`config.mk`:
```
export PLATFORM = sky130hd
export DESIGN_NAME = multicycle_controller
export DESIGN_NICKNAME = d
export VERILOG_FILES = /design/src/rtl/cpu_ctrl_pkg.sv /design/src/rtl/cond_check.sv /design/src/rtl/multicycle_controller.sv
export SDC_FILE = /design/constraint.sdc
export NUM_CORES = 1
export LEC_CHECK = 0
export ABC_CLOCK_PERIOD_IN_PS = 1600
export BUFFER_PORTS_ARGS = -buffer_cell sky130_fd_sc_hd__clkbuf_2
export CORE_ASPECT_RATIO = 1.5
export CORE_MARGIN = 3
export CORE_UTILIZATION = 25
export CTS_CLUSTER_DIAMETER = 40
export DETAILED_ROUTE_END_ITERATION = 16
export MAX_ROUTING_LAYER = met4
export PLACE_DENSITY = 0.54
export SLEW_MARGIN = 25
export SYNTH_ARGS = -nofsm -noshare
export SYNTH_HDL_FRONTEND = slang
export SYNTH_SLANG_ARGS = --single-unit
```
`constraint.sdc`:
```
create_clock -name clk -period 1.6 [get_ports clk]
set_clock_uncertainty 0.1 [all_clocks]
set_input_delay 0.24 -clock clk [delete_from_list [all_inputs] [get_ports clk]]
set_output_delay 0.24 -clock clk [all_outputs]
set_load 0.05 [all_outputs]
```
`src/rtl/cpu_ctrl_pkg.sv`:
```
// Shared definitions for the multicycle sequencer: state encoding, instruction
// field constants and datapath mux encodings.
package cpu_ctrl_pkg;

  typedef enum logic [3:0] {
    S_FETCH    = 4'd0,
    S_DECODE   = 4'd1,
    S_EXEC     = 4'd2,
    S_ALU_WB   = 4'd3,
    S_MEM_ADDR = 4'd4,
    S_MEM_RD   = 4'd5,
    S_MEM_WB   = 4'd6,
    S_MEM_WR   = 4'd7,
    S_BRANCH   = 4'd8
  } state_t;

  localparam logic [1:0] OP_DATA = 2'd0;
  localparam logic [1:0] OP_MEM  = 2'd1;
  localparam logic [1:0] OP_BR   = 2'd2;
  localparam logic [1:0] OP_ILL  = 2'd3;

  localparam logic [3:0] CC_EQ = 4'd0;
  localparam logic [3:0] CC_NE = 4'd1;
  localparam logic [3:0] CC_CS = 4'd2;
  localparam logic [3:0] CC_CC = 4'd3;
  localparam logic [3:0] CC_MI = 4'd4;
  localparam logic [3:0] CC_PL = 4'd5;
  localparam logic [3:0] CC_VS = 4'd6;
  localparam logic [3:0] CC_VC = 4'd7;
  localparam logic [3:0] CC_HI = 4'd8;
  localparam logic [3:0] CC_LS = 4'd9;
  localparam logic [3:0] CC_GE = 4'd10;
  localparam logic [3:0] CC_LT = 4'd11;
  localparam logic [3:0] CC_GT = 4'd12;
  localparam logic [3:0] CC_LE = 4'd13;
  localparam logic [3:0] CC_AL = 4'd14;
  localparam logic [3:0] CC_NV = 4'd15;

  // Flag bit positions inside the {N,Z,C,V} vector.
  localparam int FLAG_N = 3;
  localparam int FLAG_Z = 2;
  localparam int FLAG_C = 1;
  localparam int FLAG_V = 0;

  localparam logic [3:0] RD_PC = 4'd15;

  localparam logic [1:0] ASB_REG  = 2'd0;
  localparam logic [1:0] ASB_IMM  = 2'd1;
  localparam logic [1:0] ASB_FOUR = 2'd2;

  localparam logic [1:0] RS_ALUREG = 2'd0;
  localparam logic [1:0] RS_MDR    = 2'd1;
  localparam logic [1:0] RS_ALU    = 2'd2;

  // States that own the shared memory port and are bounded by the watchdog.
  function automatic logic is_mem_state(state_t st);
    return (st == S_FETCH) || (st == S_MEM_RD) || (st == S_MEM_WR);
  endfunction

endpackage

```
`src/rtl/cond_check.sv`:
```
// Combinational condition-code evaluator: decides whether an instruction with
// condition field i_cond executes under the current NZCV flags.
module cond_check
  import cpu_ctrl_pkg::*;
(
  input  logic [3:0] i_cond,
  input  logic [3:0] i_flags,
  output logic       o_pass
);

  logic w_n, w_z, w_c, w_v;

  assign w_n = i_flags[FLAG_N];
  assign w_z = i_flags[FLAG_Z];
  assign w_c = i_flags[FLAG_C];
  assign w_v = i_flags[FLAG_V];

  always_comb begin
    o_pass = 1'b0;
    case (i_cond)
      CC_EQ: o_pass = w_z;
      CC_NE: o_pass = !w_z;
      CC_CS: o_pass = w_c;
      CC_CC: o_pass = !w_c;
      CC_MI: o_pass = w_n;
      CC_PL: o_pass = !w_n;
      CC_VS: o_pass = w_v;
      CC_VC: o_pass = !w_v;
      CC_HI: o_pass = w_c && !w_z;
      CC_LS: o_pass = !w_c || w_z;
      CC_GE: o_pass = (w_n == w_v);
      CC_LT: o_pass = (w_n != w_v);
      CC_GT: o_pass = !w_z && (w_n == w_v);
      CC_LE: o_pass = w_z || (w_n != w_v);
      CC_AL: o_pass = 1'b1;
      CC_NV: o_pass = 1'b0;
      default: o_pass = 1'b0;
    endcase
  end

endmodule

```
`src/rtl/multicycle_controller.sv`:
```
// Multicycle sequencer sharing one memory port between fetch and data access,
// with an NZCV flags register and a per-access wait-cycle watchdog.
module multicycle_controller
  import cpu_ctrl_pkg::*;
#(
  parameter int WAIT_MAX = 255
)
(
  input  logic       clk,
  input  logic       rst,
  input  logic [1:0] opcode,
  input  logic [3:0] cond,
  input  logic       i,
  input  logic       s,
  input  logic [3:0] rd,
  input  logic [3:0] alu_flags,
  input  logic       mem_ready,
  output logic       mem_req,
  output logic       mem_we,
  output logic       adr_src,
  output logic       ir_we,
  output logic       pc_we,
  output logic       mdr_we,
  output logic       reg_we,
  output logic       reg_src,
  output logic       imm_src,
  output logic       alu_src_a,
  output logic [1:0] alu_src_b,
  output logic [1:0] result_src,
  output logic [3:0] flags,
  output logic       cond_fail,
  output logic       illegal,
  output logic       bus_err,
  output logic [3:0] o_dbg_state
);

  localparam int            CW   = (WAIT_MAX < 1) ? 1 : $clog2(WAIT_MAX + 1);
  localparam logic [CW-1:0] WMAX = CW'(WAIT_MAX);

  state_t        r_state;
  state_t        w_next;
  logic [3:0]    r_flags;
  logic [CW-1:0] r_wcnt;

  logic       w_pass;
  logic       w_mem_state;
  logic       w_timeout;
  logic       w_flags_we;
  logic       w_mem_req, w_mem_we, w_adr_src, w_ir_we, w_pc_we, w_mdr_we;
  logic       w_reg_we, w_reg_src, w_imm_src, w_alu_src_a;
  logic [1:0] w_alu_src_b, w_result_src;
  logic       w_cond_fail, w_illegal, w_bus_err;

  cond_check u_cond_check (
    .i_cond  (cond),
    .i_flags (r_flags),
    .o_pass  (w_pass)
  );

  // Memory handshake: mem_req stays high for the whole access; the access
  // completes in the cycle where mem_req and mem_ready are both high.
  // mem_ready is a don't-care whenever mem_req is low.
  assign w_mem_state = is_mem_state(r_state);
  assign w_timeout   = w_mem_state && !mem_ready && (r_wcnt == WMAX);

  always_ff @(posedge clk) begin
    if (rst) begin
      r_state <= S_FETCH;
    end else begin
      r_state <= w_next;
    end
  end

  always_ff @(posedge clk) begin
    if (rst) begin
      r_flags <= 4'b0000;
    end else if (w_flags_we) begin
      r_flags <= alu_flags;
    end
  end

  // Counts wait cycles of the current access; cleared whenever the access
  // completes, aborts, or the controller is outside a memory state.
  always_ff @(posedge clk) begin
    if (rst) begin
      r_wcnt <= '0;
    end else if (w_mem_state && !mem_ready && !w_timeout) begin
      r_wcnt <= (r_wcnt == WMAX) ? r_wcnt : r_wcnt + CW'(1);
    end else begin
      r_wcnt <= '0;
    end
  end

  always_comb begin
    w_next       = r_state;
    w_mem_req    = 1'b0;
    w_mem_we     = 1'b0;
    w_adr_src    = 1'b0;
    w_ir_we      = 1'b0;
    w_pc_we      = 1'b0;
    w_mdr_we     = 1'b0;
    w_reg_we     = 1'b0;
    w_reg_src    = !((opcode == OP_DATA) && !i);
    w_imm_src    = 1'b0;
    w_alu_src_a  = 1'b0;
    w_alu_src_b  = ASB_REG;
    w_result_src = RS_ALUREG;
    w_cond_fail  = 1'b0;
    w_illegal    = 1'b0;
    w_bus_err    = 1'b0;
    w_flags_we   = 1'b0;

    case (r_state)
      S_FETCH: begin
        w_mem_req    = 1'b1;
        w_alu_src_a  = 1'b1;
        w_alu_src_b  = ASB_FOUR;
        w_result_src = RS_ALU;
        if (mem_ready) begin
          w_ir_we = 1'b1;
          w_pc_we = 1'b1;
          w_next  = S_DECODE;
        end else if (w_timeout) begin
          w_bus_err = 1'b1;
          w_next    = S_FETCH;
        end
      end

      S_DECODE: begin
        // Illegal opcodes are reported even when the condition would fail.
        if (opcode == OP_ILL) begin
          w_illegal = 1'b1;
          w_next    = S_FETCH;
        end else if (!w_pass) begin
          w_cond_fail = 1'b1;
          w_next      = S_FETCH;
        end else begin
          case (opcode)
            OP_DATA: w_next = S_EXEC;
            OP_MEM:  w_next = S_MEM_ADDR;
            OP_BR:   w_next = S_BRANCH;
            default: w_next = S_FETCH;
          endcase
        end
      end

      S_EXEC: begin
        w_alu_src_b = i ? ASB_IMM : ASB_REG;
        w_next      = S_ALU_WB;
      end

      S_ALU_WB: begin
        w_result_src = RS_ALUREG;
        if (rd == RD_PC) begin
          w_pc_we = 1'b1;
        end else begin
          w_reg_we = 1'b1;
        end
        w_flags_we = s;
        w_next     = S_FETCH;
      end

      S_MEM_ADDR: begin
        // Memory ops use the inverted sense of i for the offset operand.
        w_alu_src_b = i ? ASB_REG : ASB_IMM;
        w_next      = s ? S_MEM_RD : S_MEM_WR;
      end

      S_MEM_RD: begin
        w_mem_req = 1'b1;
        w_adr_src = 1'b1;
        if (mem_ready) begin
          w_mdr_we = 1'b1;
          w_next   = S_MEM_WB;
        end else if (w_timeout) begin
          w_bus_err = 1'b1;
          w_next    = S_FETCH;
        end
      end

      S_MEM_WB: begin
        w_reg_we     = 1'b1;
        w_result_src = RS_MDR;
        w_next       = S_FETCH;
      end

      S_MEM_WR: begin
        w_mem_req = 1'b1;
        w_mem_we  = 1'b1;
        w_adr_src = 1'b1;
        if (mem_ready) begin
          w_next = S_FETCH;
        end else if (w_timeout) begin
          w_bus_err = 1'b1;
          w_next    = S_FETCH;
        end
      end

      S_BRANCH: begin
        w_imm_src    = 1'b1;
        w_alu_src_a  = 1'b1;
        w_alu_src_b  = ASB_IMM;
        w_result_src = RS_ALU;
        w_pc_we      = 1'b1;
        w_next       = S_FETCH;
      end

      default: begin
        w_next = S_FETCH;
      end
    endcase
  end

  // Reset forces every output low, including mid-access.
  assign mem_req     = w_mem_req   & ~rst;
  assign mem_we      = w_mem_we    & ~rst;
  assign adr_src     = w_adr_src   & ~rst;
  assign ir_we       = w_ir_we     & ~rst;
  assign pc_we       = w_pc_we     & ~rst;
  assign mdr_we      = w_mdr_we    & ~rst;
  assign reg_we      = w_reg_we    & ~rst;
  assign reg_src     = w_reg_src   & ~rst;
  assign imm_src     = w_imm_src   & ~rst;
  assign alu_src_a   = w_alu_src_a & ~rst;
  assign alu_src_b   = rst ? 2'b00 : w_alu_src_b;
  assign result_src  = rst ? 2'b00 : w_result_src;
  assign flags       = rst ? 4'b0000 : r_flags;
  assign cond_fail   = w_cond_fail & ~rst;
  assign illegal     = w_illegal   & ~rst;
  assign bus_err     = w_bus_err   & ~rst;
  assign o_dbg_state = rst ? 4'd0 : r_state;

endmodule

```
# Yosys cells after proc, flatten, opt, wreduce, memory -nomap -nowiden
# Cells that the tools add are included.
# W data, S select, Z words.
[word_totals]
regBits = 16
latchBits = 0
mem_bits_rw = 0
romBits = 0
inputBits = 19
wordCells = 113
n_memories = 0
[op_classes]
n_addsub = 1
mul = 0
div_mod_pow = 0
n_lt_le_gt_ge = 0
eq_ne = 30
n_shift = 0
mux = 39
bitwise = 15
reduce_logical = 25
[ops]
columns = ["cell", "n"]
rows = [
  ["$eq A4 B4 Y1 const B", 10],
  ["$eq A4 B3 Y1 const B", 8],
  ["$mux W4", 8],
  ["$pmux W4 S6", 1],
  ["$mux W1", 21],
  ["$eq A4 B2 Y1 const B", 4],
  ["$pmux W1 S16", 1],
  ["$and A1 B1 Y1", 13],
  ["$pmux W4 S3", 1],
  ["$add A8 B1 Y8 const B", 1],
  ["$eq A4 B1 Y1 const B", 2],
  ["$eq A8 B8 Y1 const B", 1],
  ["$logic_not A1 Y1", 8],
  ["$logic_not A4 Y1", 2],
  ["$pmux W2 S4", 1],
  ["$logic_and A1 B1 Y1", 6],
  ["$mux W2", 3],
  ["$reduce_or A2 Y1", 3],
  ["$eq A2 B2 Y1 const B", 2],
  ["$logic_or A1 B1 Y1", 4],
  ["$pmux W2 S2", 1],
  ["$pmux W1 S3", 1],
  ["$reduce_or A3 Y1", 1],
  ["$eq A2 B1 Y1 const B", 1],
  ["5 further kinds", 6],
]

# Longest topological paths before layout
# Gate-level depths: netlist (run 1).
[depth]
word_depth = 9
depth_mapped = 7
ltp_nobuf = 7

# Cells and area by module
# Synthesis (run 1) repeated with hierarchy kept, for this count alone.
[hier_totals]
cells_unflattened = 161
hier_area_um2 = 1266.2
[modules_own_cells]
columns = ["mod", "n_inst", "cells_each", "area_per_inst_um2", "seq_area_each_um2"]
rows = [
  ["multicycle_controller", 1, 138, 1111.1, 320.3],
  ["cond_check", 1, 23, 155.1, 0.0],
]

# Worst setup path after synthesis (run 1)
# OpenSTA, ideal clock, no wires.
[synth_timing]
kind = "flip-flop to output port"
start = "reg r_state[2]"
end = "out ir_we"
arrival_time_ps = 2236
t_required_ps = 1260
slack_ps = -976
stages_incl_launch_ff = 5
cell_sequence = "dfxtp_1 > buf_6 > or4_1 > nor2_1 > and2_1"
[synth_via]
elab_chain_cells = 3
[synth_lines]
columns = ["item", "line_no", "text"]
rows = [
  ["start, declared", "multicycle_controller.sv:40", "state_t r_state;"],
  ["start signal, assigned", "multicycle_controller.sv:70", "r_state <= w_next;"],
  ["$logic_not A4 Y1", "multicycle_controller.sv:113", "case (r_state)"],
  ["$mux W1", "multicycle_controller.sv:113", ""],
  ["$and A1 B1 Y1", "multicycle_controller.sv:218", "assign ir_we = w_ir_we & ~rst;"],
  ["end, declared", "multicycle_controller.sv:21", "output logic ir_we,"],
]
# Every way passes these cells.

# Worst setup path after layout (run 1)
[layout_timing]
start = "reg r_flags[0]"
end = "out cond_fail"
[layout_via]
elab_chain_cells = 7
word_cells_on_any_way = 10
[layout_lines]
columns = ["item", "line_no", "text"]
rows = [
  ["start, declared", "multicycle_controller.sv:42", "logic [3:0] r_flags;"],
  ["start signal, assigned", "multicycle_controller.sv:78", "r_flags <= alu_flags;"],
  ["$ne A1 B1 Y1 or $eq A1 B1 Y1 (tied branches)", "-", ""],
  ["$logic_or A1 B1 Y1 or $logic_and A1 B1 Y1 (tied branches)", "cond_check.sv:34, cond_check.sv:33", ""],
  ["$pmux W1 S16 *", "cond_check.sv:20", "case (i_cond)"],
  ["$mux W1 *", "multicycle_controller.sv:134", "end else if (!w_pass) begin"],
  ["$mux W1 *", "multicycle_controller.sv:131", "if (opcode == OP_ILL) begin"],
  ["$mux W1 *", "multicycle_controller.sv:113", ""],
  ["$and A1 B1 Y1 *", "multicycle_controller.sv:228", "assign cond_fail = w_cond_fail & ~rst;"],
  ["end, declared", "multicycle_controller.sv:31", "output logic cond_fail,"],
]
# Mark *: on every way between the ends. The rest lies on a longest branch, timed or not.

==> impl_metrics.xml, run 1 <==
<?xml version="1.0" encoding="UTF-8"?>
<metrics>
  <group name="global_routing">
    <metric name="first_pass_grt_wire_length" unit="mm">7.36</metric>
    <metric name="grt_pass1_vias" unit="">1597</metric>
    <metric name="grt_antenna_before_repair" unit="">0</metric>
    <metric name="grt_usage" unit="%">16.5</metric>
    <metric name="grt_max_degree" unit="">16</metric>
    <metric name="grt_remaining_overflow" unit="">0</metric>
  </group>
  <group name="route">
    <metric name="antenna_violating_nets_post_route" unit="">0</metric>
    <metric name="wire_per_inst" unit="um">13.7</metric>
    <metric name="drt_pass1_iterations" unit="">4</metric>
    <metric name="initialDrtViolationCount" unit="">41</metric>
    <metric name="vias_per_cell" unit="">4.62</metric>
    <metric name="routed_wl" unit="mm">4.57</metric>
    <metric name="vias" unit="">1543</metric>
    <metric name="drcViolationCount" unit="">0</metric>
  </group>
  <group name="setup_path">
    <metric name="regToRegStartpoint" unit="">r_state[1]</metric>
    <metric name="ff2ff_setup_slack" unit="ns">-0.42</metric>
    <metric name="r2r.worst_path.cells" unit="">8</metric>
    <metric name="critPathLaunchType" unit="">flop</metric>
    <metric name="cp-end-kind" unit="">output pin</metric>
    <metric name="critical_path_fanouts_max" unit="">3</metric>
    <metric name="critical_path_required" unit="ns">1.26</metric>
    <metric name="r2r_end" unit="">r_state[1]</metric>
    <metric name="timing.critical_path.mode_cell" unit="">mux2i_1</metric>
    <metric name="setup.worst_path.start" unit="">r_flags[0]</metric>
    <metric name="timing.critical_path.arrival" unit="ns">1.78</metric>
    <metric name="path_class" unit="">reg -&gt; out</metric>
    <metric name="timing.critical_path.slowest_stage_cell" unit="">dfxtp_2</metric>
    <metric name="crit_path_cell_trace" unit="">mux2i_1 -&gt; mux2i_1 -&gt; nand2_1 -&gt; o32ai_4 -&gt; and3b_2 -&gt; buf_12</metric>
    <metric name="crit_end" unit="">cond_fail</metric>
    <metric name="cpPeakStageDelay" unit="ns">0.34</metric>
  </group>
  <group name="floorplanning">
    <metric name="core-area" unit="sq mm">0.00458</metric>
    <metric name="placement_rows" unit="">30</metric>
    <metric name="floorplan.initialDensity" unit="%">26.2</metric>
    <metric name="io_pins" unit="">44</metric>
    <metric name="die-area" unit="sq mm">0.00568</metric>
    <metric name="die_width" unit="um">62.6</metric>
    <metric name="floorplan.die.height" unit="um">90.9</metric>
  </group>
  <group name="sta">
    <metric name="setup_repair_after_global_routing_missed_its_margin" unit="">yes</metric>
    <metric name="drv_slew" unit="">0</metric>
    <metric name="hold_ws" unit="ns">0.122</metric>
    <metric name="setup_viol" unit="">30</metric>
    <metric name="fmax" unit="GHz">0.471</metric>
    <metric name="final_period_minus_worst_setup_slack" unit="ns">2.12</metric>
    <metric name="post-route-worst-setup-slack" unit="ns">-0.522</metric>
    <metric name="min_period_over_period" unit="%">133</metric>
    <metric name="timing.max_slew.rel_slack" unit="%">65.5</metric>
    <metric name="worstMarginPinSlew" unit="ns">0.513</metric>
    <metric name="final_hold_viol_count" unit="">0</metric>
  </group>
  <group name="status">
    <metric name="failed_checks" unit="">setup timing</metric>
    <metric name="outcome" unit="">complete, but fails checks</metric>
  </group>
  <group name="logic_synthesis">
    <metric name="synth_seq_area_share" unit="%">26.7</metric>
    <metric name="mappedNetlistNets" unit="">182</metric>
    <metric name="count_of_yosys_warnings_during_synthesis" unit="">0</metric>
    <metric name="synthesis.area" unit="sq mm">0.00120</metric>
    <metric name="synth_enable_flop_cells" unit="">0</metric>
    <metric name="synth_seq_cells" unit="">16</metric>
    <metric name="synth.lib_cells_used.distinct" unit="">46</metric>
    <metric name="synth_async_sr_flop_share" unit="%">0</metric>
    <metric name="yosys_most_used_dff" unit="">dfxtp_1</metric>
    <metric name="syn-instance-count" unit="">162</metric>
    <metric name="avgSynthCellArea" unit="sq um">7.41</metric>
  </group>
  <group name="power">
    <metric name="irDropWorstVdd" unit="mV">0.448</metric>
    <metric name="pwr_density_cell" unit="mW/mm^2">1060</metric>
    <metric name="power.leakage" unit="nW">1.20</metric>
  </group>
  <group name="layout">
    <metric name="drive_gt1_share" unit="%">67.8</metric>
    <metric name="nNetsFinal" unit="">291</metric>
    <metric name="areaGrowthSynthToFinish" unit="%">131</metric>
    <metric name="num_antenna_cells" unit="">0</metric>
  </group>
  <group name="clock_network">
    <metric name="htree_levels" unit="">1</metric>
    <metric name="tritoncts_num_sinks" unit="">16</metric>
    <metric name="tritoncts" unit="">yes</metric>
    <metric name="clockRootBuffer" unit="">clkbuf_8</metric>
    <metric name="clk_pin_slew" unit="ns">0.06</metric>
    <metric name="clock_latency" unit="ns">0.24</metric>
    <metric name="cts-buffers-inserted" unit="">3</metric>
    <metric name="cts_max_path_buffers" unit="">2</metric>
  </group>
  <group name="placement">
    <metric name="dp.final_hpwl" unit="mm">2.84</metric>
    <metric name="dp_worst_setup_slack" unit="ns">-0.414</metric>
    <metric name="buffer_ports.inserted" unit="">43</metric>
    <metric name="place_congestion" unit="">0.787</metric>
  </group>
  <group name="job">
    <metric name="drv_cap" unit="">0</metric>
  </group>
  <group name="worst_hold_path">
    <metric name="hold_path_class" unit="">in -&gt; reg</metric>
  </group>
</metrics>
-- metrics by stage --
step           setup TNS [ns]  total power, mW  instances  cell area (sq um)  util [%]
6_report                -7.97             2.93        334               2770      60.6
3_3_place_gp            -3.18             1.65        296               1930      42.2
4_1_cts                 -7.11             2.73        326               2610      57.0
3_5_place_dp            -3.45             1.66        296               1930      42.2
2_1_floorplan           -2.69             1.35        162               1390         -
5_1_grt                 -9.75             3.08        334               2770      60.6
-- per-layer routing --
layer,routed length [um],part of all wire (%),track usage (%)
met1,1600,35,15.4
met4,93,2.0,4.97
met3,151,3.3,1.74
met5,0,0,-
met2,2720,60,33.7
-- layout make-up --
class	instances	area, sq um
clock buffer	4	55.1
inverter	9	50.0
sequential	16	335
multi-input combinational	126	1100
tap	64	80.1
timing repair buffer	115	1150
fill	389	1810
-- report_power, final --
part | total (mW) | switching (mW) | internal (mW)
sequential | 0.476 | 0.0347 | 0.441
clock | 0.353 | 0.135 | 0.218
combinational | 2.11 | 1.00 | 1.11
total | 2.93 | 1.17 | 1.77
-- cells in the mapped netlist, types with 2 or more instances --
master / count / area, sq um
nor2_1: 27 / 101
nand4_1: 2 / 12.5
xor2_1: 3 / 26.3
a211oi_1: 3 / 22.5
a211o_1: 2 / 17.5
o22ai_1: 3 / 18.8
and2_1: 3 / 18.8
nand3_1: 5 / 25.0
and3b_1: 2 / 17.5
dfxtp_1: 16 / 320
nand3b_1: 2 / 15.0
nand2_1: 12 / 45.0
xnor2_1: 5 / 43.8
buf_2: 3 / 15.0
a21oi_1: 4 / 20.0
nor3_1: 6 / 30.0
nand2b_1: 4 / 25.0
clkbuf_1: 6 / 22.5
nor2b_1: 7 / 43.8
o21ai_0: 5 / 25.0
or3_1: 2 / 12.5
mux2i_1: 7 / 70.1
inv_1: 8 / 30.0
nor4_1: 2 / 12.5
or2_1: 2 / 12.5
-- worst min-delay path by stage --
stage                 end  slack [ns]         start  depth (start not counted)
6_report       r_flags[2]        0.12  alu_flags[2]                          3
5_1_grt        r_state[3]        0.14     opcode[0]                          2
4_1_cts        r_state[3]        0.12     opcode[0]                          2
3_5_place_dp   r_flags[2]        0.38  alu_flags[2]                          3
3_3_place_gp   r_flags[2]        0.37  alu_flags[2]                          3
2_1_floorplan  r_state[3]        0.21     opcode[0]                          1
-- placed cells by master, fill, tap and decap left out, types with 3 or more instances in the layout --
master,n
dfxtp_1,8
o21ai_2,3
nor2b_1,5
mux2i_1,7
buf_4,45
nor2_2,8
nor2_1,14
nand2b_4,4
buf_6,23
xnor2_1,5
clkbuf_8,5
nor2_4,5
buf_8,13
inv_1,4
nand2_1,9
buf_12,5
clkbuf_2,22
nor3_4,4
xor2_1,3
clkbuf_16,5
dfxtp_2,6
nand3_1,5
-- cell families (layout without fill, tap and decap cells) --
group / count (synthesis) / in the layout / share of synthesized area [%]
DFF: 16 / 16 / 26.7
buffers and inverters: 20 / 128 / 7.51
adders and majority gates: 1 / 1 / 1.04
xor gates and xnor gates: 9 / 9 / 7.20
muxes: 7 / 7 / 5.84
and+or+nand+nor: 82 / 82 / 35.9
AOI/OAI and AO/OA: 27 / 27 / 15.9
-- critical path, delay by kind of cell, from the launching register on --
kind	cells	cell delay (ns)
AND/OR/NAND/NOR	2	0.37
multiplexers	2	0.44
buffers and inverters	1	0.13
AO/OA/AOI/OAI	1	0.25
flip-flops	1	0.34
-- sequential cells by signal, summed over array words and instances (netlist names) --
signal   count
r_state      4
r_wcnt       8
r_flags      4
-- timing repair --
item	in CTS	in global routing
resized for setup	97	42
hold endpoints to repair	0	0
gates cloned	0	0
hold buffers	0	0
buffers inserted	27	13
endpoints found under the setup margin	31	37
pin swaps	27	19
(Power assumes the default switching activity.)
==> run 2: changes to the inputs <==
Settings changed: PLACE_DENSITY 0.54 to 0.53, SYNTH_HIERARCHICAL from default to 1.
==> impl_metrics.xml, run 2 <==
<?xml version="1.0" encoding="UTF-8"?>
<metrics>
  <group name="layout">
    <metric name="areaGrowthSynthToFinish" unit="%">99.7</metric>
    <metric name="final_cells" unit="">315</metric>
    <metric name="finalInstanceArea" unit="sq mm">0.00253</metric>
    <metric name="final_cell_mix" unit="">buf_4, nor2_1, clkbuf_2, buf_6, buf_12</metric>
    <metric name="layout.filler_cells" unit="">455</metric>
    <metric name="largest_registers" unit="">r_wcnt (8), r_flags (4), r_state (4)</metric>
    <metric name="number_of_flip_flops_in_the_largest_register" unit="">8</metric>
    <metric name="drive_gt1_share" unit="%">62.7</metric>
    <metric name="num_antenna_cells" unit="">0</metric>
    <metric name="nNetsFinal" unit="">271</metric>
    <metric name="final_util" unit="%">52.2</metric>
    <metric name="register_name_with_the_most_flops" unit="">r_wcnt</metric>
    <metric name="layout_commonest_cell" unit="">buf_4</metric>
  </group>
  <group name="global_routing">
    <metric name="global_route.usage.met2" unit="%">27.4</metric>
    <metric name="globalRouteMet3Util" unit="%">1.80</metric>
    <metric name="first_pass_grt_wire_length" unit="mm">6.40</metric>
    <metric name="grt_remaining_overflow" unit="">0</metric>
    <metric name="grt_antenna_before_repair" unit="">0</metric>
    <metric name="grt_pass1_vias" unit="">1415</metric>
    <metric name="top_usage_layer" unit="">met2</metric>
    <metric name="globalRouteMet1Util" unit="%">13.6</metric>
    <metric name="grt_usage" unit="%">13.6</metric>
    <metric name="grt_max_degree" unit="">17</metric>
  </group>
  <group name="power">
    <metric name="irDropWorstVdd" unit="mV">0.286</metric>
    <metric name="power.leakage" unit="nW">1.09</metric>
    <metric name="pwr_density_cell" unit="mW/mm^2">465</metric>
  </group>
  <group name="logic_synthesis">
    <metric name="syn-instance-count" unit="">161</metric>
    <metric name="synth.lib_cells_used.distinct" unit="">47</metric>
    <metric name="mappedNetlistNets" unit="">181</metric>
    <metric name="count_of_yosys_warnings_during_synthesis" unit="">6</metric>
    <metric name="synth.mux.area_fraction" unit="%">3.95</metric>
    <metric name="synth_xor_xnor_area_share" unit="%">6.92</metric>
    <metric name="avgSynthCellArea" unit="sq um">7.86</metric>
    <metric name="synth_simple_gate_area_share" unit="%">40.9</metric>
    <metric name="synth_seq_cells" unit="">16</metric>
    <metric name="synth_top_family_by_area" unit="">simple AND/OR/NAND/NOR gates</metric>
    <metric name="synth_compound_area_share" unit="%">13.7</metric>
    <metric name="yosys.area.top_type" unit="">dfxtp_1</metric>
    <metric name="synthTopCellsByArea" unit="">dfxtp_1, nor2_1, buf_6</metric>
    <metric name="yosys.area_share.adder" unit="%">0.988</metric>
    <metric name="synth_enable_flop_cells" unit="">0</metric>
    <metric name="yosys_most_used_dff" unit="">dfxtp_1</metric>
    <metric name="yosys.area.top_type_share" unit="%">25.3</metric>
    <metric name="yosys.cell_count.top_type" unit="">nor2_1</metric>
    <metric name="synth_seq_area_share" unit="%">25.3</metric>
    <metric name="synthesis.area" unit="sq mm">0.00127</metric>
    <metric name="synth_top_cells_by_count" unit="">nor2_1, dfxtp_1, a21oi_1</metric>
    <metric name="synth_async_sr_flop_share" unit="%">0</metric>
  </group>
  <group name="sta">
    <metric name="fmax" unit="GHz">0.435</metric>
    <metric name="min_period_over_period" unit="%">144</metric>
    <metric name="drv_slew" unit="">0</metric>
    <metric name="worstMarginPinSlew" unit="ns">0.291</metric>
    <metric name="setup_viol" unit="">19</metric>
    <metric name="post-route-worst-setup-slack" unit="ns">-0.697</metric>
    <metric name="final_hold_viol_count" unit="">0</metric>
    <metric name="setup_repair_after_global_routing_missed_its_margin" unit="">yes</metric>
    <metric name="final_period_minus_worst_setup_slack" unit="ns">2.30</metric>
    <metric name="timing.max_slew.rel_slack" unit="%">80.5</metric>
  </group>
  <group name="setup_path">
    <metric name="r2r_end" unit="">r_state[2]</metric>
    <metric name="timing.critical_path.arrival" unit="ns">1.96</metric>
    <metric name="critPathLaunchType" unit="">flop</metric>
    <metric name="r2r.worst_path.cells" unit="">10</metric>
    <metric name="regToRegStartpoint" unit="">r_flags[0]</metric>
    <metric name="critical_path_required" unit="ns">1.26</metric>
    <metric name="critical_path_fanouts_max" unit="">2</metric>
    <metric name="ff2ff_setup_slack" unit="ns">-0.38</metric>
    <metric name="path_class" unit="">reg -&gt; out</metric>
    <metric name="cp-end-kind" unit="">output pin</metric>
  </group>
  <group name="clock_network">
    <metric name="clk_pin_slew" unit="ns">0.06</metric>
    <metric name="tritoncts_num_sinks" unit="">16</metric>
    <metric name="tritoncts" unit="">yes</metric>
    <metric name="clock_latency" unit="ns">0.24</metric>
    <metric name="htree_levels" unit="">1</metric>
    <metric name="cts-buffers-inserted" unit="">3</metric>
    <metric name="cts_max_path_buffers" unit="">2</metric>
    <metric name="cts_hold_repair.buffers" unit="">0</metric>
    <metric name="clockRootBuffer" unit="">clkbuf_8</metric>
  </group>
  <group name="worst_hold_path">
    <metric name="timing.hold.worst_path_depth" unit="">3</metric>
    <metric name="min_to" unit="">r_flags[0]</metric>
    <metric name="timing.hold.worst.start" unit="">alu_flags[0]</metric>
    <metric name="hold_path_class" unit="">in -&gt; reg</metric>
  </group>
  <group name="placement">
    <metric name="placed_cell_area" unit="sq mm">0.00198</metric>
    <metric name="dp_cells" unit="">295</metric>
    <metric name="dp.final_hpwl" unit="mm">2.77</metric>
    <metric name="place_congestion" unit="">0.752</metric>
    <metric name="buffer_ports.inserted" unit="">43</metric>
  </group>
  <group name="job">
    <metric name="drv_cap" unit="">0</metric>
  </group>
  <group name="route">
    <metric name="drcViolationCount" unit="">0</metric>
    <metric name="initialDrtViolationCount" unit="">39</metric>
    <metric name="vias_per_cell" unit="">4.63</metric>
    <metric name="wire_per_inst" unit="um">12.7</metric>
    <metric name="vias" unit="">1457</metric>
    <metric name="antenna_violating_nets_post_route" unit="">0</metric>
    <metric name="drt_pass1_iterations" unit="">4</metric>
    <metric name="routed_wl" unit="mm">4.00</metric>
  </group>
  <group name="floorplanning">
    <metric name="die_width" unit="um">64.1</metric>
    <metric name="floorplan.initialDensity" unit="%">26.1</metric>
    <metric name="die-area" unit="sq mm">0.00597</metric>
    <metric name="io_pins" unit="">44</metric>
    <metric name="floorplan.die.height" unit="um">93.2</metric>
    <metric name="core-area" unit="sq mm">0.00485</metric>
    <metric name="placement_rows" unit="">31</metric>
  </group>
  <group name="status">
    <metric name="outcome" unit="">complete, but fails checks</metric>
    <metric name="failed_checks" unit="">setup timing</metric>
  </group>
</metrics>
==> run 2: worst max path at each step <==
stage / from / to / slack, ns
finish: r_flags[0] / cond_fail / -0.70
global route: r_flags[3] / cond_fail / -0.80
CTS: r_flags[0] / cond_fail / -0.71
detailed placement: cond[0] / cond_fail / -0.53
global placement: cond[0] / cond_fail / -0.53
floorplan: r_state[0] / ir_we / -0.49
==> run 2: report_power, final <==
| part | total, mW | switching [mW] | internal (mW) |
|---|---|---|---|
| Combinational | 0.460 | 0.232 | 0.229 |
| Sequential | 0.417 | 0.0127 | 0.405 |
| Clock | 0.297 | 0.131 | 0.167 |
| Total | 1.18 | 0.375 | 0.800 |
==> run 2: repair_timing <==
item / CTS / global route
endpoints found under the setup margin: 23 / 24
setup buffers: 14 / 4
resized for setup: 67 / 23
pin swaps: 21 / 12
hold endpoints to repair: 0 / 0
==> run 2: layer usage <==
metal / wire, um / vias to the layer above
met2: 2360 / 24
met1: 1510 / 695
met5: 0 / -
met3: 116 / 2
li1: - / 736
met4: 13 / 0
==> run 2: cells by family (layout without fill, tap and decap cells) <==
kind of cell | count (synthesis) | after routing
AO/OA/AOI/OAI | 26 | 26
XOR/XNOR | 10 | 10
adder cells (fa/ha/maj) | 1 | 1
buffers and inverters | 15 | 103
flip-flops | 16 | 16
multiplexers | 5 | 5
AND/OR/NAND/NOR | 88 | 88
==> run 2: critical path: stages (launching register included) <==
cell       delay, ns
dfxtp_2         0.33
xor2_2          0.18
xor2_1          0.18
a2111oi_2       0.31
a311oi_1        0.08
o22ai_1         0.18
a21oi_1         0.06
and3b_2         0.23
clkbuf_16       0.17
==> run 2: final cells by class <==
| type | count | area [sq um] | share of cell area (%) |
|---|---|---|---|
| clock buffers | 3 | 41.3 | 1.63 |
| inverters | 3 | 13.8 | 0.544 |
| multi-input cells | 130 | 1110 | 43.7 |
| flip-flops and latches | 16 | 338 | 13.4 |
| well taps | 66 | 82.6 | 3.27 |
| repair buffers | 97 | 947 | 37.5 |
==> run 2: stage by stage <==
step / setup WS [ns] / setup TNS [ns] / power [mW] / hold slack (ns)
6_report: -0.697 / -3.28 / 1.18 / 0.123
5_1_grt: -0.805 / -4.70 / 1.24 / 0.139
4_1_cts: -0.708 / -3.37 / 1.17 / 0.125
3_5_place_dp: -0.527 / -1.70 / 0.786 / 0.342
3_3_place_gp: -0.525 / -1.54 / 0.785 / 0.336
2_1_floorplan: -0.485 / -2.36 / 0.649 / 0.284
==> run 3: changes to the inputs <==
Settings changed: ABC_CLOCK_PERIOD_IN_PS 1600 to 2900, CORE_MARGIN 3 to 2, PLACE_DENSITY 0.53 to 0.52.
Clock period 1.6 ns to 2.9 ns, I/O delays scaled along.
==> impl_metrics.xml, run 3 (same netlist as run 2, synthesis figures left out) <==
<?xml version="1.0" encoding="UTF-8"?>
<metrics>
  <group name="layout">
    <metric name="layout.filler_cells" unit="">543</metric>
    <metric name="nNetsFinal" unit="">220</metric>
    <metric name="multi_input_comb_area" unit="sq um">856</metric>
    <metric name="drive_gt1_share" unit="%">30.7</metric>
    <metric name="layout_commonest_cell" unit="">clkbuf_2</metric>
    <metric name="final-seq-area" unit="sq um">320</metric>
    <metric name="final_cell_mix" unit="">clkbuf_2, nor2_1, dfxtp_1, a21oi_1</metric>
    <metric name="final_cells" unit="">265</metric>
    <metric name="largest_registers" unit="">r_wcnt (8), r_flags (4), r_state (4)</metric>
    <metric name="areaGrowthSynthToFinish" unit="%">23.4</metric>
    <metric name="number_of_flip_flops_in_the_largest_register" unit="">8</metric>
    <metric name="register_name_with_the_most_flops" unit="">r_wcnt</metric>
    <metric name="num_antenna_cells" unit="">0</metric>
  </group>
  <group name="route">
    <metric name="vias_per_cell" unit="">4.53</metric>
    <metric name="vias" unit="">1201</metric>
    <metric name="drcViolationCount" unit="">0</metric>
    <metric name="antenna_violating_nets_post_route" unit="">0</metric>
    <metric name="drt_pass1_iterations" unit="">4</metric>
    <metric name="routed_wl" unit="mm">2.83</metric>
    <metric name="wire_per_inst" unit="um">10.7</metric>
    <metric name="initialDrtViolationCount" unit="">69</metric>
  </group>
  <group name="setup_path">
    <metric name="critical_path_fanouts_max" unit="">4</metric>
    <metric name="cpPeakStageDelay" unit="ns">0.41</metric>
    <metric name="timing.critical_path.slowest_stage_cell" unit="">dfxtp_1</metric>
    <metric name="timing.critical_path.arrival" unit="ns">2.09</metric>
    <metric name="r2r.worst_path.cells" unit="">9</metric>
    <metric name="path_class" unit="">reg -&gt; out</metric>
    <metric name="cp-end-kind" unit="">output pin</metric>
    <metric name="setup.worst_path.start" unit="">r_flags[0]</metric>
    <metric name="regToRegStartpoint" unit="">r_flags[0]</metric>
    <metric name="critical_path_required" unit="ns">2.37</metric>
    <metric name="crit_path_cell_trace" unit="">xor2_2 -&gt; xor2_1 -&gt; a2111oi_1 -&gt; a311oi_1 -&gt; o22ai_2 -&gt; a21oi_1 -&gt; and3b_1 -&gt; clkbuf_2</metric>
    <metric name="critPathLaunchType" unit="">flop</metric>
  </group>
  <group name="clock_network">
    <metric name="post_cts.resized_instances" unit="">0</metric>
    <metric name="cts_hold_repair.buffers" unit="">0</metric>
    <metric name="htree_levels" unit="">1</metric>
    <metric name="cts_max_path_buffers" unit="">2</metric>
    <metric name="tritoncts" unit="">yes</metric>
    <metric name="tritoncts_num_sinks" unit="">16</metric>
    <metric name="cts-buffers-inserted" unit="">3</metric>
    <metric name="clk_pin_slew" unit="ns">0.06</metric>
    <metric name="clockRootBuffer" unit="">clkbuf_8</metric>
    <metric name="clock_latency" unit="ns">0.24</metric>
    <metric name="cts.repair_timing.setup_buffer_count" unit="">0</metric>
  </group>
  <group name="placement">
    <metric name="dp_worst_setup_slack" unit="ns">0.367</metric>
    <metric name="buffer_ports.inserted" unit="">43</metric>
    <metric name="dp.final_hpwl" unit="mm">2.27</metric>
    <metric name="dp_cells" unit="">261</metric>
    <metric name="place_congestion" unit="">0.824</metric>
  </group>
  <group name="sta">
    <metric name="setup_viol" unit="">0</metric>
    <metric name="post-route-worst-setup-slack" unit="ns">0.274</metric>
    <metric name="drv_slew" unit="">0</metric>
    <metric name="timing.max_slew.rel_slack" unit="%">58.0</metric>
    <metric name="fmax" unit="GHz">0.381</metric>
    <metric name="final_period_minus_worst_setup_slack" unit="ns">2.63</metric>
    <metric name="fin_setup_tns" unit="ns">0</metric>
    <metric name="setup_repair_after_global_routing_missed_its_margin" unit="">no</metric>
    <metric name="final_hold_viol_count" unit="">0</metric>
    <metric name="worstMarginPinSlew" unit="ns">0.629</metric>
    <metric name="min_period_over_period" unit="%">90.6</metric>
  </group>
  <group name="worst_hold_path">
    <metric name="timing.hold.worst.start" unit="">alu_flags[3]</metric>
    <metric name="timing.hold.worst_path_depth" unit="">3</metric>
    <metric name="hold_path_class" unit="">in -&gt; reg</metric>
  </group>
  <group name="power">
    <metric name="pwr_density_cell" unit="mW/mm^2">361</metric>
    <metric name="p_sw_share" unit="%">30.7</metric>
    <metric name="power.leakage" unit="nW">0.676</metric>
    <metric name="p_seq_share" unit="%">41.5</metric>
    <metric name="power_report.internal_total" unit="uW">392</metric>
    <metric name="irDropWorstVdd" unit="mV">0.178</metric>
    <metric name="combinational_power_share" unit="%">24.2</metric>
    <metric name="power.net_switching" unit="uW">173</metric>
    <metric name="power.total" unit="uW">565</metric>
    <metric name="p_clk_share" unit="%">34.3</metric>
  </group>
  <group name="floorplanning">
    <metric name="die_width" unit="um">62.1</metric>
    <metric name="floorplan.die.height" unit="um">91.2</metric>
    <metric name="placement_rows" unit="">31</metric>
    <metric name="floorplan.initialDensity" unit="%">26.1</metric>
    <metric name="die-area" unit="sq mm">0.00566</metric>
    <metric name="io_pins" unit="">44</metric>
    <metric name="core-area" unit="sq mm">0.00485</metric>
  </group>
  <group name="job">
    <metric name="drv_cap" unit="">0</metric>
  </group>
  <group name="global_routing">
    <metric name="first_pass_grt_wire_length" unit="mm">4.88</metric>
    <metric name="grt_usage" unit="%">10.6</metric>
    <metric name="grt_remaining_overflow" unit="">0</metric>
    <metric name="grt_pass1_vias" unit="">1143</metric>
    <metric name="grt_max_degree" unit="">19</metric>
    <metric name="grt_antenna_before_repair" unit="">0</metric>
  </group>
  <group name="status">
    <metric name="outcome" unit="">finished clean</metric>
  </group>
</metrics>
-- run 3: cell types whose count changed in the layout (fill, tap and decap cells not counted), moves of 4 or more --
cell / change
buf_12: -9
buf_4: -40
buf_6: -10
buf_8: -5
clkbuf_16: -4
clkbuf_2: +20
dfxtp_1: +8
dfxtp_2: -5
nand2b_1: +4
nor2_1: +6
nor2_4: -4
nor3_1: +5
nor3_4: -4
-- run 3: routing by layer --
| layer | global-route usage [%] | vias up | share of wire, % |
|---|---|---|---|
| li1 | - | 637 | - |
| met4 | 3.89 | 0 | 0.95 |
| met3 | 1.98 | 2 | 3.8 |
| met2 | 18.8 | 18 | 53 |
| met1 | 11.6 | 544 | 42 |
| met5 | - | - | 0 |
-- run 3: path summary, 6_finish.rpt --
check | endpoint | slack [ns]
max | cond_fail | 0.27
min | r_flags[3] | 0.33
max reg2reg | r_state[2] | 0.87
min reg2reg | r_wcnt[0] | 0.35
-- run 3: layout make-up --
class,instances,area share (%)
well taps,66,5.28
flip-flops and latches,16,20.5
repair buffers,46,15.2
inverters,3,0.721
multi-input cells,130,54.8
clock buffers,4,3.52
-- run 3: worst max-delay path: cells and delay by family (launching register included) --
family	cells	cell delay, ns
buffers and inverters	1	0.27
AOI/OAI and AO/OA	4	0.62
and+or+nand+nor	1	0.16
DFF	1	0.41
xor gates and xnor gates	2	0.39
-- run 3: power by group through the flow --
stage          clock [mW]  sequential (mW)  combinational, mW
3_3_place_gp            0            0.240              0.137
6_report            0.194            0.234              0.136
4_1_cts             0.200            0.234              0.137
3_5_place_dp            0            0.239              0.137
2_1_floorplan           0            0.231              0.115
5_1_grt             0.209            0.236              0.149
-- run 3: per-stage QoR --
| step | hold WS (ns) | cell area, sq um | util [%] |
|---|---|---|---|
| detailed placement | 0.337 | 1490 | 30.8 |
| floorplan | 0.318 | 1270 | - |
| global route | 0.328 | 1560 | 32.2 |
| CTS | 0.332 | 1550 | 31.9 |
| global placement | 0.332 | 1490 | 30.8 |
| finish | 0.330 | 1560 | 32.2 |
